File: config.mk
export PLATFORM = sky130hd
export DESIGN_NAME = seven_seg_scan_driver
export DESIGN_NICKNAME = d
export VERILOG_FILES = /design/src/rtl/seven_seg_scan_driver.sv
export SDC_FILE = /design/constraint.sdc
export NUM_CORES = 1
export LEC_CHECK = 0
export ABC_AREA = 1
export BUFFER_PORTS_ARGS = -buffer_cell sky130_fd_sc_hd__buf_2
export CORE_UTILIZATION = 60
export DETAILED_ROUTE_END_ITERATION = 8
export GPL_TIMING_DRIVEN = 0
export HOLD_SLACK_MARGIN = 0.1
export PLACE_DENSITY = 0.84
export SLEW_MARGIN = 20
export SYNTH_ARGS = -nofsm -noshare
export SYNTH_HDL_FRONTEND = slang
export SYNTH_SLANG_ARGS = --single-unit
File: constraint.sdc
create_clock -name clk -period 6 [get_ports clk]
set_clock_uncertainty 0.2 [all_clocks]
set_input_delay 1.5 -clock clk [delete_from_list [all_inputs] [get_ports clk]]
set_output_delay 1.5 -clock clk [all_outputs]
set_load 0.02 [all_outputs]
File: src/rtl/seven_seg_scan_driver.sv
// Time-multiplexed hex seven-segment driver with shadowed display data,
// per-digit blanking/decimal point, leading-zero suppression and registered outputs.
module seven_seg_scan_driver #(
    parameter int unsigned DIGITS      = 4,
    parameter int unsigned REFRESH_DIV = 100000,
    parameter int unsigned ACTIVE_LOW  = 1
) (
    input  logic                  clk,
    input  logic                  rst,
    input  logic [4*DIGITS-1:0]   value,
    input  logic [DIGITS-1:0]     dp,
    input  logic [DIGITS-1:0]     blank,
    input  logic                  lz_en,
    input  logic                  load,
    output logic [6:0]            seg,
    output logic                  dp_out,
    output logic [DIGITS-1:0]     an
);

    localparam int unsigned PW = (REFRESH_DIV > 1) ? $clog2(REFRESH_DIV) : 1;
    localparam int unsigned IW = (DIGITS > 1) ? $clog2(DIGITS) : 1;
    localparam logic [PW-1:0] PRESC_LAST = PW'(REFRESH_DIV - 1);
    localparam logic [IW-1:0] IDX_LAST   = IW'(DIGITS - 1);
    localparam logic          INV        = (ACTIVE_LOW != 0);

    logic [PW-1:0]         presc_q, presc_d;
    logic [IW-1:0]         idx_q, idx_d;
    logic [4*DIGITS-1:0]   value_q, value_d;
    logic [DIGITS-1:0]     dp_q, dp_d;
    logic [DIGITS-1:0]     blank_q, blank_d;
    logic [6:0]            seg_q, seg_d;
    logic                  dp_out_q, dp_out_d;
    logic [DIGITS-1:0]     an_q, an_d;

    logic [DIGITS-1:0]     lz_sup;
    logic [DIGITS-1:0]     dark;
    logic                  run_zero;
    logic [3:0]            cur_nib;
    logic                  cur_dark;
    logic                  cur_dp;
    logic [6:0]            seg_act;
    logic [DIGITS-1:0]     an_act;

    function automatic logic [6:0] enc7(input logic [3:0] n);
        case (n)
            4'h0:    enc7 = 7'h3F;
            4'h1:    enc7 = 7'h06;
            4'h2:    enc7 = 7'h5B;
            4'h3:    enc7 = 7'h4F;
            4'h4:    enc7 = 7'h66;
            4'h5:    enc7 = 7'h6D;
            4'h6:    enc7 = 7'h7D;
            4'h7:    enc7 = 7'h07;
            4'h8:    enc7 = 7'h7F;
            4'h9:    enc7 = 7'h6F;
            4'hA:    enc7 = 7'h77;
            4'hB:    enc7 = 7'h7C;
            4'hC:    enc7 = 7'h39;
            4'hD:    enc7 = 7'h5E;
            4'hE:    enc7 = 7'h79;
            default: enc7 = 7'h71;
        endcase
    endfunction

    // Scan timing and shadow capture
    always_comb begin
        presc_d = presc_q;
        idx_d   = idx_q;
        if (presc_q == PRESC_LAST) begin
            presc_d = '0;
            idx_d   = (idx_q == IDX_LAST) ? '0 : idx_q + 1'b1;
        end else begin
            presc_d = presc_q + 1'b1;
        end

        value_d = value_q;
        dp_d    = dp_q;
        blank_d = blank_q;
        if (load) begin
            value_d = value;
            dp_d    = dp;
            blank_d = blank;
        end
    end

    // Walk from the most significant nibble down; a digit is suppressed while
    // every nibble from it upward is zero. Digit 0 is never suppressed.
    always_comb begin
        run_zero = 1'b1;
        lz_sup   = '0;
        for (int unsigned k = DIGITS; k > 0; k--) begin
            run_zero = run_zero && (value_q[4*(k-1) +: 4] == 4'h0);
            if (k > 1) begin
                lz_sup[k-1] = lz_en && run_zero;
            end
        end
        dark = blank_q | lz_sup;
    end

    always_comb begin
        cur_nib  = '0;
        cur_dark = 1'b1;
        cur_dp   = 1'b0;
        an_act   = '0;
        for (int unsigned k = 0; k < DIGITS; k++) begin
            if (idx_q == IW'(k)) begin
                cur_nib   = value_q[4*k +: 4];
                cur_dark  = dark[k];
                cur_dp    = dp_q[k];
                an_act[k] = !dark[k];
            end
        end
        seg_act  = cur_dark ? 7'h00 : enc7(cur_nib);
        seg_d    = seg_act ^ {7{INV}};
        dp_out_d = (cur_dp && !cur_dark) ^ INV;
        an_d     = an_act ^ {DIGITS{INV}};
    end

    always_ff @(posedge clk) begin
        if (rst) begin
            presc_q  <= '0;
            idx_q    <= '0;
            value_q  <= '0;
            dp_q     <= '0;
            blank_q  <= '0;
            seg_q    <= {7{INV}};
            dp_out_q <= INV;
            an_q     <= {DIGITS{INV}};
        end else begin
            presc_q  <= presc_d;
            idx_q    <= idx_d;
            value_q  <= value_d;
            dp_q     <= dp_d;
            blank_q  <= blank_d;
            seg_q    <= seg_d;
            dp_out_q <= dp_out_d;
            an_q     <= an_d;
        end
    end

    assign seg    = seg_q;
    assign dp_out = dp_out_q;
    assign an     = an_q;

endmodule

==> results.json, run 1 <==
{
  "dr.pass1.iters": 4,
  "h-tree-depth": 2,
  "finalWorstSetupSlack_ps": 3500,
  "netlist_top_cells_area": "dfxtp_1 (42%), nand2_1 (12%), nor2_1 (6.9%), a21oi_1 (5.7%), inv_1 (5.6%)",
  "yosysUniqueCellTypes": 30,
  "grtUsageTotal": 0.265,
  "hold_buffers": 0,
  "clock-sinks": 55,
  "finalHoldViolations": 0,
  "preCtsSetupSlack_ps": 3200,
  "status": "complete, no violations",
  "max_freq_mhz": 400,
  "synth_flop_cell": "dfxtp_1",
  "cp_slowest_stage_delay_ps": 330,
  "core_um2": 4090,
  "ys.warnings.count": 0,
  "ys_seq_area_frac": 0.421,
  "worstPathCellList": "buf_2",
  "crit_fanout": 1,
  "worst_pin_slew_ps": 497,
  "grt-ovfl-total": 0,
  "wire_per_inst_um": 12.0,
  "grt_first_pass_wirelength_um": 9050,
  "pwr_density_cell_nw_per_um2": 231,
  "synth_most_common_cell": "nand2_1",
  "grt_max_degree": 18,
  "final_nets": 452,
  "syn-cell-area_um2": 2620,
  "placement.io_buffers": 39,
  "cts_tree": "built",
  "clock_latency_ps": 320,
  "vias_per_cell": 5.20,
  "numCtsBuffers": 5,
  "rsz0062_at_grt": "false",
  "min_period_ps": 2500,
  "cp.required_ps": 4300,
  "min_delay_path_depth": 2,
  "synth_edf_count": 0,
  "leakagePower_uw": 0.00134,
  "power_uw": 685,
  "path_depth": 1,
  "hp-class": "flop to flop",
  "r2r_cells": 14,
  "design_area_um2": 2960,
  "row_count": 23,
  "multiInputGateArea_um2": 1300,
  "dieArea_um2": 4630,
  "cts_setup_buffers": 0,
  "ios": 40,
  "clockRootBuffer": "clkbuf_8",
  "synth_nets": 406,
  "crit_arrival_ps": 800,
  "seq_area_um2": 1100,
  "slew_violations": 0,
  "irDropWorstVdd_mv": 0.178,
  "post-route-drc-count": 0,
  "start_kind": "flop",
  "synth_area_leader_cell": "dfxtp_1",
  "setup_viol": 0,
  "nFillCells": 337,
  "ys_seq_elements": 55,
  "dp_hpwl_um": 4160,
  "fin_tns_setup_ps": 0,
  "insertedDiodeCount": 0,
  "layout-drive-gt1-share": 0.162,
  "avgSynthCellArea_um2": 7.13,
  "drt_iter0_drc": 124,
  "vias": 2412,
  "synthToLayoutAreaGrowth_pct": 13.2,
  "crit_slowest_cell": "dfxtp_1",
  "period_share": 0.416,
  "syn_inst": 367,
  "timing.max_cap.violations": 0,
  "crit_buf_inv": 1,
  "cts_resized": 0,
  "crit_path_end_kind": "primary output",
  "grt_pass1_vias": 2102,
  "synthArstFlopShare": 0,
  "critPathKind": "flop to primary output",
  "die_h_um": 68.1,
  "wirelength_um": 5560,
  "start_util": 0.641,
  "max-slew-margin-rel": 0.669,
  "cts.path.max_buffers": 2,
  "ys_top_cells_by_count": "nand2_1 (83), dfxtp_1 (55), nor2_1 (48)",
  "place_congestion": 0.885,
  "clk_pin_slew_worst_paths_ps": 100,
  "synth_top_cell_area_share": 0.421,
  "crit_family": "flip-flops",
  "drt.antenna.violating_nets": 0,
  "placed_area_um2": 2880,
  "grt_antenna_before_repair": 0,
  "die_x_um": 68.1
}
metal layers:
metal	GRT usage	share of wire	up-vias
li1	-	-	1259
met1	0.314	0.45	1086
met2	0.442	0.49	55
met3	0.0617	0.033	12
met4	0.135	0.024	0
met5	0	0	-
final timing paths:
check / slack, ps / from / endpoint
min: 270 / blank_q[0]$_SDFFE_PP0P_ / an[0]$_SDFF_PP1_
max: 3500 / an[2]$_SDFF_PP1_ / an[2]
max reg2reg: 3590 / idx_q[0]$_SDFFE_PP0P_ / seg[3]$_SDFF_PP1_
min reg2reg: 270 / blank_q[0]$_SDFFE_PP0P_ / an[0]$_SDFF_PP1_
where the power goes:
group / switching [uW] / leakage, uW / internal [uW] / total, uW
combinational: 54.9 / 0.000847 / 31.6 / 86.5
sequential: 6.49 / 0.000453 / 383 / 390
clock: 127 / 0.0000402 / 81.6 / 209
state kept, by name, summed over array words and instances, names as in the netlist:
register,count
an,4
blank_q,4
dp_out,1
dp_q,4
idx_q,2
presc_q,17
seg,7
value_q,16
kinds of logic (layout without fill, tap and decap cells):
family | Yosys count | count (layout) | synth area share
and+or+nand+nor | 181 | 181 | 0.308
DFF | 55 | 55 | 0.421
adders and majority gates | 11 | 11 | 0.0526
buffers and inverters | 54 | 101 | 0.0827
AOI/OAI and AO/OA | 60 | 60 | 0.116
xor gates and xnor gates | 6 | 6 | 0.0201
worst reg2reg max path, cell delays in order, from the launching register on:
cell	delay [ps]
dfxtp_1	380
inv_1	110
ha_1	210
buf_2	170
inv_2	110
nand3_1	120
nand2_1	80
nand2_1	140
inv_1	140
ha_1	230
nand3b_1	180
nand3_1	100
nand2_1	50
inv_1	40
nand2_1	40
cell type report:
class / instances / share of cell area
tap: 50 / 0.0211
inverter: 44 / 0.0557
buffer: 10 / 0.0173
timing repair buffer: 39 / 0.0659
multi-input combinational: 258 / 0.439
clock buffer: 5 / 0.0232
sequential: 55 / 0.371
clock inverter: 3 / 0.00675
placed cells by master (no fill, tap or decap), types with 5 or more instances in the layout:
cell,netlist,layout
clkbuf_1,7,7
a21oi_1,30,30
inv_1,39,39
o21ai_0,27,27
nand2_1,83,83
inv_2,5,5
nand4_1,5,5
ha_1,11,11
dfxtp_1,55,55
nor2_1,48,48
nand3_1,23,23
clkbuf_8,0,5
buf_2,2,41
metrics by stage:
stage / hold WS [ps] / instances / utilization
6_report: 269 / 464 / 0.725
5_1_grt: 295 / 464 / 0.725
4_1_cts: 275 / 464 / 0.725
3_5_place_dp: 251 / 456 / 0.704
3_3_place_gp: 234 / 456 / 0.704
2_1_floorplan: 213 / 367 / -
No activity file was read; power rests on OpenSTA's default activity.
==> run 2: changes to the inputs <==
--- a/config.mk
+++ b/config.mk
@@ -7,11 +7,11 @@
 export LEC_CHECK = 0
 export ABC_AREA = 1
 export BUFFER_PORTS_ARGS = -buffer_cell sky130_fd_sc_hd__buf_2
-export CORE_UTILIZATION = 60
+export CORE_UTILIZATION = 56
 export DETAILED_ROUTE_END_ITERATION = 8
 export GPL_TIMING_DRIVEN = 0
 export HOLD_SLACK_MARGIN = 0.1
-export PLACE_DENSITY = 0.84
+export PLACE_DENSITY = 0.79
 export SLEW_MARGIN = 20
 export SYNTH_ARGS = -nofsm -noshare
 export SYNTH_HDL_FRONTEND = slang
==> constraint.sdc (replaced) <==
create_clock -name clk -period 2.61 [get_ports clk]
set_clock_uncertainty 0.2 [all_clocks]
set_input_delay 0.6525 -clock clk [delete_from_list [all_inputs] [get_ports clk]]
set_output_delay 0.6525 -clock clk [all_outputs]
set_load 0.02 [all_outputs]
==> run 2 against run 1 <==
Compared with the run above: first-iteration DRC count rose by 41%; die area grew 6.9%; final cell count increased by 0.43%; via count is 0.58% lower; register-to-register slack lost 3300 ps; hold slack worse by 7.6 ps; sequential power grew 130%; clock power increased by 130%; core utilization shrank 5.3 points.
==> results.json, run 2 (synthesis results as in run 1) <==
{
  "drt_iter0_drc": 175,
  "final_cell_mix": "nand2_1 (82), dfxtp_1 (55), nor2_1 (48)",
  "vias_per_cell": 5.15,
  "comb_power_share": 0.127,
  "met2_usage": 0.439,
  "period_share": 0.896,
  "max-slew-margin-rel": 0.649,
  "grtUsageTotal": 0.241,
  "whs_ps": 262,
  "switchingPower_uw": 426,
  "synthToLayoutAreaGrowth_pct": 13.4,
  "clock-sinks": 55,
  "crit_fanout": 8,
  "internal_power_uw": 1140,
  "final_nets": 452,
  "clockRootBuffer": "clkbuf_8",
  "timing.max_cap.violations": 0,
  "power_frac_seq": 0.571,
  "irDropWorstVdd_mv": 0.312,
  "min_period_ps": 2340,
  "status": "complete, no violations",
  "grt_first_pass_wirelength_um": 9520,
  "start_kind": "flop",
  "top_register": "presc_q",
  "cts.path.max_buffers": 2,
  "largest_reg_flops": 17,
  "die_x_um": 70.4,
  "drt.antenna.violating_nets": 0,
  "h-tree-depth": 2,
  "grt_antenna_before_repair": 0,
  "wire_per_inst_um": 11.9,
  "clock_latency_ps": 310,
  "ios": 40,
  "core_um2": 4410,
  "critPathKind": "flop to flop",
  "row_count": 24,
  "post-route-drc-count": 0,
  "dr.pass1.iters": 4,
  "finalHoldViolations": 0,
  "worst_pin_slew_ps": 526,
  "cts_tree": "built",
  "numCtsBuffers": 5,
  "grt-ovfl-total": 0,
  "leakagePower_uw": 0.00134,
  "final_common_cell": "nand2_1",
  "nFillCells": 399,
  "met1_usage": 0.274,
  "crit_path_end_kind": "flop",
  "vias": 2398,
  "grt_max_degree": 18,
  "cp.required_ps": 2660,
  "clk_pin_slew_worst_paths_ps": 100,
  "wirelength_um": 5530,
  "dp_hpwl_um": 4060,
  "crit_arrival_ps": 2390,
  "fin_tns_setup_ps": 0,
  "hold_buffers": 0,
  "grt_pass1_vias": 2276,
  "met3_usage": 0.0447,
  "p_sw_frac": 0.272,
  "pwr_density_cell_nw_per_um2": 528,
  "start_util": 0.593,
  "clockPowerShare": 0.302,
  "dieArea_um2": 4950,
  "rsz0062_at_grt": "false",
  "max_freq_mhz": 428,
  "placement.io_buffers": 39,
  "place_congestion": 0.824,
  "busiest_layer": "met2",
  "insertedDiodeCount": 0,
  "setup_viol": 0,
  "hp-class": "flop to flop",
  "die_h_um": 70.4,
  "layout-drive-gt1-share": 0.164,
  "slew_violations": 0
}
-- run 2: cell counts in the layout (fill, tap and decap cells not counted) --
No cell type changed its count.
-- run 2: power groups by stage --
stage / Combinational, uW / Clock (uW) / Sequential [uW]
2_1_floorplan: 118 / 0 / 929
3_3_place_gp: 193 / 0 / 914
3_5_place_dp: 197 / 0 / 915
4_1_cts: 198 / 485 / 896
5_1_grt: 230 / 508 / 900
6_report: 199 / 473 / 896
-- run 2: final cells by class --
type	instances	area, um^2	area share
multi-input cells	258	1300	0.439
flip-flops and latches	55	1100	0.371
repair buffers	39	195	0.0657
inverters	44	165	0.0556
clock buffers	5	68.8	0.0232
well taps	52	65.1	0.0219
plain buffers	10	51.3	0.0173
clock inverters	3	20.0	0.00674
-- run 2: metal layers --
| layer | part of all wire | up-vias | wire, um |
|---|---|---|---|
| li1 | - | 1259 | - |
| met1 | 0.44 | 1062 | 2450 |
| met2 | 0.50 | 67 | 2780 |
| met3 | 0.040 | 10 | 224 |
| met4 | 0.014 | 0 | 78 |
| met5 | 0 | - | 0 |
-- run 2: critical path, cell delays in order (launching register included) --
cell	delay [ps]
dfxtp_1	380
inv_1	110
ha_1	200
buf_2	160
inv_2	100
nand3_1	100
nand2_1	70
nand2_1	150
inv_1	150
ha_1	250
nand3_1	130
nand2_1	90
nand2_1	50
nand2_1	50
inv_1	30
nand2_1	50
-- run 2: path summary, 6_finish.rpt --
| kind | end | depth (start not counted) | slack, ps | startpoint |
|---|---|---|---|---|
| hold / removal | an[0]$_SDFF_PP1_ | 2 | 260 | blank_q[0]$_SDFFE_PP0P_ |
| hold reg to reg | an[0]$_SDFF_PP1_ | 2 | 260 | blank_q[0]$_SDFFE_PP0P_ |
| setup reg to reg | seg[0]$_SDFF_PP1_ | 15 | 270 | idx_q[0]$_SDFFE_PP0P_ |
| setup / recovery | seg[0]$_SDFF_PP1_ | 15 | 270 | idx_q[0]$_SDFFE_PP0P_ |
-- run 2: timing repair --
action | 4_1_cts | 5_1_grt
setup buffers | 0 | 0
resized for setup | 0 | 1
setup endpoints to repair | 0 | 1
-- run 2: through the flow --
stage	utilization	cell area, um^2	power, uW	cells	setup WS (ps)
5_1_grt	0.673	2970	1640	466	57.2
3_5_place_dp	0.652	2880	1110	458	283
6_report	0.673	2970	1570	466	272
4_1_cts	0.672	2970	1580	466	230
3_3_place_gp	0.652	2880	1110	458	295
2_1_floorplan	-	2620	1050	367	504
